File: src/rtl/dmem_arb_pkg.sv
// dmem_arb_pkg: shared arbiter state encoding and default memory geometry
package dmem_arb_pkg;
    localparam int DMEM_AW = 13;
    localparam int DMEM_DW = 32;
    typedef enum logic [1:0] {
        ARB_IDLE,
        ARB_LOCK0,
        ARB_LOCK1
    } arb_state_e;
endpackage

File: src/rtl/dmem_arb_rsp.sv
// dmem_arb_rsp: per-port read response, one-cycle valid pulse with data held until the next read
module dmem_arb_rsp import dmem_arb_pkg::*; #(
    parameter int DW = DMEM_DW
) (
    input  logic          i_clk,
    input  logic          i_rst_n,
    input  logic          i_cap,
    input  logic [DW-1:0] i_data,
    output logic          o_rvalid,
    output logic [DW-1:0] o_rdata
);
    logic          r_rvalid;
    logic [DW-1:0] r_rdata;
    always_ff @(posedge i_clk) begin
        if (!i_rst_n) begin
            r_rvalid <= 1'b0;
            r_rdata  <= '0;
        end else begin
            r_rvalid <= i_cap;
            if (i_cap) r_rdata <= i_data;
        end
    end
    assign o_rvalid = r_rvalid;
    assign o_rdata  = r_rdata;
endmodule

File: src/rtl/dmem_arbiter.sv
// dmem_arbiter: two-port round-robin data memory arbiter with bounded ownership locking
module dmem_arbiter import dmem_arb_pkg::*; #(
    parameter int AW       = DMEM_AW,
    parameter int DW       = DMEM_DW,
    parameter int LOCK_MAX = 16
) (
    input  logic          i_clk,
    input  logic          i_rst_n,
    input  logic          i_req_0,
    input  logic          i_we_0,
    input  logic [AW-1:0] i_addr_0,
    input  logic [DW-1:0] i_wdata_0,
    input  logic          i_lock_0,
    output logic          o_gnt_0,
    output logic          o_rvalid_0,
    output logic [DW-1:0] o_rdata_0,
    input  logic          i_req_1,
    input  logic          i_we_1,
    input  logic [AW-1:0] i_addr_1,
    input  logic [DW-1:0] i_wdata_1,
    input  logic          i_lock_1,
    output logic          o_gnt_1,
    output logic          o_rvalid_1,
    output logic [DW-1:0] o_rdata_1,
    output logic [AW-1:0] o_mem_A,
    output logic [DW-1:0] o_mem_WD,
    output logic          o_mem_WE,
    input  logic [DW-1:0] i_mem_RD
);
    localparam int CW = $clog2(LOCK_MAX + 1);

    arb_state_e    r_state, w_state_nx;
    logic          r_ptr, w_ptr_nx;
    logic [CW-1:0] r_cnt, w_cnt_nx;
    logic          w_gnt_0, w_gnt_1, w_lock;

    always_ff @(posedge i_clk) begin
        if (!i_rst_n) begin
            r_state <= ARB_IDLE;
            r_ptr   <= 1'b0;
            r_cnt   <= '0;
        end else begin
            r_state <= w_state_nx;
            r_ptr   <= w_ptr_nx;
            r_cnt   <= w_cnt_nx;
        end
    end

    always_comb begin
        w_gnt_0    = 1'b0;
        w_gnt_1    = 1'b0;
        w_state_nx = r_state;
        w_ptr_nx   = r_ptr;
        w_cnt_nx   = r_cnt;
        case (r_state)
            ARB_LOCK0: w_gnt_0 = i_req_0;
            ARB_LOCK1: w_gnt_1 = i_req_1;
            default: begin
                w_gnt_0 = i_req_0 & (~i_req_1 | ~r_ptr);
                w_gnt_1 = i_req_1 & (~i_req_0 | r_ptr);
            end
        endcase
        w_gnt_0 = w_gnt_0 & i_rst_n;
        w_gnt_1 = w_gnt_1 & i_rst_n;
        w_lock  = w_gnt_1 ? i_lock_1 : i_lock_0;
        // pointer always hands priority to the port that did not just win
        if (w_gnt_0 | w_gnt_1) begin
            w_ptr_nx = w_gnt_0;
            if (r_state == ARB_IDLE) begin
                if (w_lock && LOCK_MAX > 1) begin
                    w_state_nx = w_gnt_1 ? ARB_LOCK1 : ARB_LOCK0;
                    w_cnt_nx   = CW'(1);
                end
            end else begin
                w_cnt_nx = r_cnt + CW'(1);
                if (!w_lock || w_cnt_nx == CW'(LOCK_MAX)) begin
                    w_state_nx = ARB_IDLE;
                    w_cnt_nx   = '0;
                end
            end
        end else if ((r_state == ARB_LOCK0 && !i_req_0 && !i_lock_0) ||
                     (r_state == ARB_LOCK1 && !i_req_1 && !i_lock_1)) begin
            w_state_nx = ARB_IDLE;
            w_cnt_nx   = '0;
        end
    end

    assign o_gnt_0  = w_gnt_0;
    assign o_gnt_1  = w_gnt_1;
    assign o_mem_WE = (w_gnt_0 & i_we_0) | (w_gnt_1 & i_we_1);
    assign o_mem_A  = w_gnt_0 ? i_addr_0 : w_gnt_1 ? i_addr_1 : '0;
    assign o_mem_WD = w_gnt_0 ? i_wdata_0 : w_gnt_1 ? i_wdata_1 : '0;

    dmem_arb_rsp #(.DW(DW)) u_rsp_0 (
        .i_clk    (i_clk),
        .i_rst_n  (i_rst_n),
        .i_cap    (w_gnt_0 & ~i_we_0),
        .i_data   (i_mem_RD),
        .o_rvalid (o_rvalid_0),
        .o_rdata  (o_rdata_0)
    );

    dmem_arb_rsp #(.DW(DW)) u_rsp_1 (
        .i_clk    (i_clk),
        .i_rst_n  (i_rst_n),
        .i_cap    (w_gnt_1 & ~i_we_1),
        .i_data   (i_mem_RD),
        .o_rvalid (o_rvalid_1),
        .o_rdata  (o_rdata_1)
    );
endmodule

File: config.mk
export PLATFORM = sky130hd
export DESIGN_NAME = dmem_arbiter
export DESIGN_NICKNAME = d
export VERILOG_FILES = /design/src/rtl/dmem_arb_pkg.sv /design/src/rtl/dmem_arb_rsp.sv /design/src/rtl/dmem_arbiter.sv
export SDC_FILE = /design/constraint.sdc
export NUM_CORES = 1
export LEC_CHECK = 0
export CAP_MARGIN = 20
export CORE_ASPECT_RATIO = 0.5
export CORE_UTILIZATION = 32
export CTS_CLUSTER_DIAMETER = 50
export DETAILED_ROUTE_END_ITERATION = 7
export PLACE_DENSITY = 0.78
export SLEW_MARGIN = 20
export SYNTH_ARGS = -nofsm -noshare
export SYNTH_HDL_FRONTEND = slang
export SYNTH_SLANG_ARGS = --single-unit
File: constraint.sdc
create_clock -name i_clk -period 2.4 [get_ports i_clk]
set_input_delay 0.48 -clock i_clk [delete_from_list [all_inputs] [get_ports i_clk]]
set_output_delay 0.48 -clock i_clk [all_outputs]
set_load 0.02 [all_outputs]
* Yosys cells after proc, flatten, opt, wreduce, memory -nomap -nowiden
Index checks and enable logic that the tools add are counted.
** Word-level totals
- Flip-flop bits (word level) :: 74
- Latch bits :: 0
- Memory bits (writable) :: 0
- Memory bits (read-only) :: 0
- Input bits :: 130
- Output and inout bits :: 114
- Logic and storage cells :: 63
- Memories :: 0
** Operators by class
- Add/sub/neg operators :: 1
- $mul :: 0
- Div/mod/pow operators :: 0
- Order comparisons :: 0
- Equal/unequal tests :: 5
- Shifts and indexed selects :: 0
- Muxes and demuxes :: 18
- Bitwise gates (word level) :: 17
- Reduce and logical (&&, ||, !) cells :: 15
** Operators with widths (number)
- 32-bit 2-to-1 mux :: 2
- 13-bit 2-to-1 mux :: 2
- 5-bit 2-to-1 mux :: 5
- 2-bit 2-to-1 mux :: 6
- 1-bit bitwise AND :: 8
- 5-bit by 1-bit adder with 5-bit output (second input constant) :: 1
- 5-bit == test (second input constant) :: 1
- 1-bit logical NOT :: 5
- 1-bit inverter :: 5
- 1-bit logical AND :: 4
- 1-bit bitwise OR :: 4
- 1-bit one-hot mux with 2 select lines :: 2
- 3-bit by 1-bit inequality test with 1-bit output (second input constant) :: 1
- 3-bit inequality test (second input constant) :: 1
- 3-bit AND reduction :: 1
- 2-bit by 1-bit == test with 1-bit output (second input constant) :: 1
- 2-bit == test (second input constant) :: 1
- 2-bit logical NOT :: 1
- 1-bit logical OR :: 2
- 2-bit AND reduction :: 1
- 2-bit nonzero test :: 1
- 1-bit 2-to-1 mux :: 1

* Longest topological paths before layout
Gate-level depths: netlist of the first run.
- Depth in word-level cells :: 11
- Depth in mapped cells :: 12
- Gate-level depth less buffers :: 9

* Cells and area by module
From an unflattened synthesis of the first run, not the netlist that was laid out.
** Second synthesis, totals
- Cells, all modules :: 343
- Area, all modules :: 3611.0 µm²
** By module, submodules not included
- dmem_arb_rsp :: times used 2, cells an instance 105, area each 1270.0 µm², sequential area each 660.6 µm²
- dmem_arbiter :: times used 1, cells an instance 133, area each 1071.0 µm², sequential area each 160.2 µm²

* Least setup slack after synthesis of the first run
No wires, ideal clock.
- Kind :: register to output
- Start :: register r_state[0]
- End :: output o_mem_A[10]
- Arrival time :: 2.051 ns
- Required time :: 1.920 ns
- Path slack :: -0.131 ns
- Cell stages (with the launch flop) :: 9
- Path buffers :: 2
- Cells stage by stage :: dfxtp_1 inv_1 ha_1 nor2b_1 or3_1 buf_4 nor2_2 buf_2 a22o_1
** On the way
- Cells in the longest elaborated chain, start to end :: 5
- Elaborated cells on any way between the ends :: 8
- Those cells by class :: eq/ne (2); mux (4); bitwise (2)
** Ends and longest elaborated chain
- start: declaration :: line dmem_arbiter.sv:32 : arb_state_e r_state, w_state_nx;
- start signal: assignment :: line dmem_arbiter.sv:43 : r_state <= w_state_nx;
- 2-bit == test or 2-bit by 1-bit == test with 1-bit output (tied branches) :: line dmem_arbiter.sv:55 : case (r_state)
- 1-bit one-hot mux with 2 select lines :: line dmem_arbiter.sv:55
- 1-bit bitwise AND :: line dmem_arbiter.sv:64 : w_gnt_1 = w_gnt_1 & i_rst_n;
- 13-bit 2-to-1 mux :: line dmem_arbiter.sv:91 : assign o_mem_A = w_gnt_0 ? i_addr_0 : w_gnt_1 ? i_addr_1 : '0;
- 13-bit 2-to-1 mux (*) :: line dmem_arbiter.sv:91
- end: declaration :: line dmem_arbiter.sv:25 : output logic [AW-1:0] o_mem_A,
Mark *: on every way between the ends. The rest lies on a longest branch, timed or not.

* Worst setup path in the final report of the first run
- Start :: register r_state[1]
- End :: output o_mem_A[6]
Same word-level chain as after synthesis.

==> flow_metrics.tcl, run 1 <==
set metrics [dict create \
    relSlewSlack 0.766 \
    antenna_cells 0 \
    drt_first_pass_iters 4 \
    grt_overflow 0 \
    min_path_type "flop to flop" \
    die_w_um 148 \
    rows 26 \
    netlist_top_cells_area "dfxtp_1 43%, nand2_1 15%, a22o_1 12%" \
    max_slew.worst_pin.slew_ps 351 \
    clock_path_buffers 2 \
    crit_fanout 4 \
    fp.dieH_um 75.1 \
    synth_cells 413 \
    design_area_mm2 0.00686 \
    num_vias 4054 \
    p_leak_nw 2.66 \
    nFillCells 818 \
    gp_congestion 0.929 \
    grt_pass1_vias 3863 \
    hold_ws_ps 449 \
    vias_per_cell 4.96 \
    cp.arrival_ps 2190 \
    placement.io_buffers 243 \
    drv_slew 0 \
    finClkSkew_ps 4.71 \
    violations "negative setup slack" \
    yosysWarnings 0 \
    synthFlopType "dfxtp_1" \
    synth_cell_types 37 \
    die-area_mm2 0.0111 \
    cts_buffers 9 \
    final_nets 811 \
    critPathRequiredTime_ps 1920 \
    period_share 1.11 \
    clkTransAtPathRegs_ps 50 \
    dp_slack_ps -688 \
    grt_pass1_wl_um 20100 \
    synth_top_area_cell "dfxtp_1" \
    cts_root_buf "clkbuf_16" \
    status "finished, violations left" \
    grt_max_degree 42 \
    drv_cap 0 \
    drtAntennaViolNets 0 \
    drive_gt1_frac 0.204 \
    start_util 0.332 \
    placed_area_mm2 0.00635 \
    max_freq_ghz 0.374 \
    synth_most_common_cell "nand2_1" \
    cts_tree "yes" \
    synthTopCellsByCount "134 x nand2_1, 74 x dfxtp_1, 47 x a22o_1, 43 x a21boi_1, 24 x a21boi_0" \
    finalSetupViolations 48 \
    clk_latency_ps 330 \
    hold_buffers 0 \
    cts_sinks 74 \
    drc 0 \
    synth_top_area_share 0.433 \
    cellPowerDensity_mw_per_mm2 562 \
    synth_area_per_cell_um2 8.29 \
    ys_ff_latch 74 \
    dp_hpwl_um 10200 \
    power.total_mw 3.86 \
    cp-start-kind "flop" \
    grt_setup_unrepaired "yes" \
    endpoint_kind "output port" \
    dr.first_iter.drc_count 196 \
    setup_slack_ps -271 \
    wl_per_cell_um 16.8 \
    ir_drop_mv 0.393 \
    criticalPathCategory "flop to output port" \
    ios 244 \
    track_usage 0.236 \
    totalWireLength_um 13800 \
    synthesis.area_mm2 0.00342 \
    area_growth_pct 100 \
    min_period_ps 2670 \
    core_mm2 0.0103 \
    hold_viol 0 \
    synth_enable_flop_cells 0 \
    r2r_slack_ps -10 \
    antenna_found_initial 0 \
    synth_fp_nets 547 \
    ys_async_sr_fraction 0 \
    yosysSeqAreaShare 0.433 \
    h-tree-depth 3 \
]
==> through the flow <==
step / instances / setup TNS (ps) / util
3_3_place_gp: 795 / -31190 / 0.615
5_1_grt: 818 / -14200 / 0.665
2_1_floorplan: 413 / -1170 / -
6_report: 818 / -10340 / 0.665
4_1_cts: 816 / -11970 / 0.656
3_5_place_dp: 795 / -33250 / 0.615
==> critical path, stage by stage (launching register included) <==
cell and delay (ps):
dfxtp_2 340, inv_2 50, ha_4 260, buf_6 100, nor3b_2 40, or3_4 350
nor2_4 180, buf_6 150, clkbuf_16 140, a22o_1 130, buf_6 110
==> kinds of logic after synthesis <==
| family | share of synthesized area |
|---|---|
| buf+inv | 0.0548 |
| flops | 0.433 |
| compound gates | 0.303 |
| fa+ha+maj | 0.0146 |
| simple gates | 0.195 |
==> registers in the layout (all words and copies together), names as in the netlist <==
signal	cells
u_rsp_1.o_rvalid	1
r_cnt	5
r_ptr	1
u_rsp_0.o_rdata	32
r_state	2
u_rsp_1.o_rdata	32
u_rsp_0.o_rvalid	1
==> layout by cell type (no fill, tap or decap), types with 4 or more instances in the layout <==
cell	Yosys	final
buf_12	0	8
nand3_1	5	5
a22o_4	0	16
buf_4	1	32
nand2_1	134	134
nor2_1	7	7
a21boi_0	24	24
buf_6	1	48
clkbuf_16	0	12
dfxtp_1	74	72
a21boi_1	43	43
inv_2	2	4
clkdlybuf4s50_1	0	194
a22o_1	47	31
==> where the power goes <==
part,internal [mW],total [mW],leakage [nW],switching (mW)
clock,0.702,1.16,0.123,0.463
sequential,1.29,1.32,0.601,0.0304
combinational,0.765,1.38,1.94,0.614
==> layout make-up <==
class / instances / area, µm² / area share
Timing Repair Buffer: 287 / 2970 / 0.432
Multi-Input combinational cell: 297 / 1950 / 0.285
Sequential cell: 74 / 1480 / 0.216
Clock buffer: 11 / 243 / 0.0354
Tap cell: 140 / 175 / 0.0255
Inverter: 8 / 35.0 / 0.00510
Clock inverter: 1 / 5.00 / 0.000729
==> what timing repair did <==
item / CTS / global route
pin swaps: 6 / 7
cloned: 2 / 4
buffers inserted: 7 / 2
endpoints found under the setup margin: 55 / 54
gates resized for setup: 288 / 21
==> path summary, 6_finish.rpt <==
| path | from | to | cells after the start |
|---|---|---|---|
| worst min-delay path | u_rsp_1.o_rdata[3] | u_rsp_1.o_rdata[3] | 2 |
| worst min register to register | u_rsp_1.o_rdata[3] | u_rsp_1.o_rdata[3] | 2 |
| worst max register to register | r_state[1] | r_state[0] | 13 |
| worst max-delay path | r_state[1] | o_mem_A[6] | 10 |
==> metal layers <==
layer | vias to the layer above | GRT usage | share of wire
met5 | - | 0 | 0
met4 | 0 | 0.0859 | 0.023
met3 | 21 | 0.0564 | 0.055
met2 | 129 | 0.451 | 0.53
met1 | 1961 | 0.262 | 0.39
li1 | 1943 | - | -
(Power assumes the default switching activity.)
==> run 2: changes to the inputs <==
CTS_CLUSTER_DIAMETER = 30   (was 50)
==> results of run 2 <==
Same layout as run 1: the final DEF is identical, and so are final timing and power.
==> run 3: changes to the inputs <==
CORE_MARGIN = 10   (was not set)
GPL_TIMING_DRIVEN = 0   (was not set)
==> flow_metrics.tcl, run 3 (same netlist as run 1, synthesis figures left out) <==
set metrics [dict create \
    status "finished, violations left" \
    violations "negative setup slack" \
    grt_max_degree 12 \
    path_cells "clkdlybuf4s50_1, nor3b_2, or3_4, buf_6, nor2_4, buf_12, buf_8, a22o_1, buf_6" \
    num_vias 4120 \
    reg2reg_depth 13 \
    holdPathStages 2 \
    cp-start-kind "input port" \
    p_leak_nw 2.70 \
    ios 244 \
    hold_path.startpoint "u_rsp_0.o_rdata[20]" \
    setup_tns_ps -13740 \
    antenna_found_initial 0 \
    cp.arrival_ps 2290 \
    rows 26 \
    final_common_cell "clkdlybuf4s50_1" \
    min_path_type "flop to flop" \
    drv_cap 0 \
    cts_root_buf "clkbuf_16" \
    placement.io_buffers 243 \
    critPathRequiredTime_ps 1920 \
    hold_buffers 0 \
    vias_per_cell 4.95 \
    dp_hpwl_um 12200 \
    track_usage 0.191 \
    finClkSkew_ps 7.40 \
    path_delay_family "buffers and inverters" \
    wl_per_cell_um 19.0 \
    core_mm2 0.0103 \
    cellPowerDensity_mw_per_mm2 569 \
    area_growth_pct 102 \
    clk_latency_ps 330 \
    max_slew.worst_pin.slew_ps 607 \
    place_inst 796 \
    post-route-util 0.669 \
    mostFrequentLayoutCells "193 x clkdlybuf4s50_1, 133 x nand2_1, 72 x dfxtp_1" \
    min_period_ps 2770 \
    fp.dieH_um 93.1 \
    dp_slack_ps -1130 \
    criticalPathCategory "input port to output port" \
    clkTransAtPathRegs_ps 50 \
    cp_slowest_stage_delay_ps 450 \
    h-tree-depth 3 \
    drv_slew 0 \
    nFillCells 850 \
    endpoint_kind "output port" \
    antenna_cells 0 \
    drtAntennaViolNets 0 \
    path_buf_inv 5 \
    hold_end "u_rsp_0.o_rdata[20]" \
    hold_viol 0 \
    cts_tree "yes" \
    finalSetupViolations 52 \
    max_freq_ghz 0.362 \
    slowest_stage "clkdlybuf4s50_1" \
    r2r_slack_ps -120 \
    timing.rr.end "r_state[0]" \
    drt_first_pass_iters 4 \
    cts_sinks 74 \
    setup_slack_ps -366 \
    ir_drop_mv 0.351 \
    relSlewSlack 0.595 \
    final_nets 822 \
    power.total_mw 3.93 \
    drc 0 \
    grt_setup_unrepaired "yes" \
    crit_fanout 7 \
    cpMostUsedCell "buf_6" \
    drive_gt1_frac 0.221 \
    period_share 1.15 \
    die_w_um 166 \
    grt_overflow 0 \
    cts_buffers 9 \
    r2r-start "r_state[0]" \
    fin_cells 832 \
    clock_path_buffers 2 \
    grt_pass1_vias 4318 \
    totalWireLength_um 15800 \
    grt_pass1_wl_um 24200 \
    die-area_mm2 0.0155 \
    start_util 0.332 \
    gp_congestion 0.789 \
    dr.first_iter.drc_count 164 \
]
## run 3: worst max-delay path by stage
stage / depth (start not counted) / startpoint / slack [ps] / to
after floorplan: 8 / r_state[0] / -50 / o_mem_A[5]
after global placement: 8 / i_rst_n / -1110 / o_mem_WD[18]
after detailed placement: 8 / i_rst_n / -1130 / o_mem_WD[18]
after CTS: 10 / r_state[1] / -380 / o_mem_WD[27]
after global routing: 10 / r_state[0] / -410 / o_mem_WD[27]
final: 9 / i_req_0 / -370 / o_mem_WD[27]
## run 3: metal layers
layer	global-route usage	wire length (µm)
met5	0	0
met4	0.0567	292
met3	0.0723	1200
met2	0.370	8380
met1	0.189	5890
## run 3: timing repair
action / in CTS / in global routing
gates cloned: 6 / 1
pin swaps: 12 / 18
buffers inserted: 10 / 7
gates resized for setup: 313 / 47
endpoints found under the setup margin: 103 / 114
## run 3: worst min-delay path, stage by stage, from the launching register on
cell and delay, ps:
dfxtp_1 300, nand2_1 50, a21boi_1 50
## run 3: power by group
group / total [mW] / switching (mW) / internal (mW) / leakage, nW
Clock: 1.24 / 0.492 / 0.745 / 0.138
Combinational: 1.37 / 0.628 / 0.747 / 1.96
Sequential: 1.32 / 0.0320 / 1.29 / 0.601
Total: 3.93 / 1.15 / 2.78 / 2.70
## run 3: final cells by class
type | instances | area [µm²] | area share
Buffer | 32 | 260 | 0.0377
Clock buffer | 12 | 256 | 0.0372
Clock inverter | 3 | 15.0 | 0.00217
Inverter | 8 | 40.0 | 0.00580
Multi-Input combinational cell | 298 | 2000 | 0.289
Sequential cell | 74 | 1480 | 0.215
Tap cell | 140 | 175 | 0.0254
Timing Repair Buffer | 265 | 2680 | 0.388
## run 3: metrics by stage
stage	hold slack [ps]	area, µm²
2_1_floorplan	477	3570
3_3_place_gp	440	6180
3_5_place_dp	445	6180
4_1_cts	452	6730
5_1_grt	469	6900
6_report	450	6900
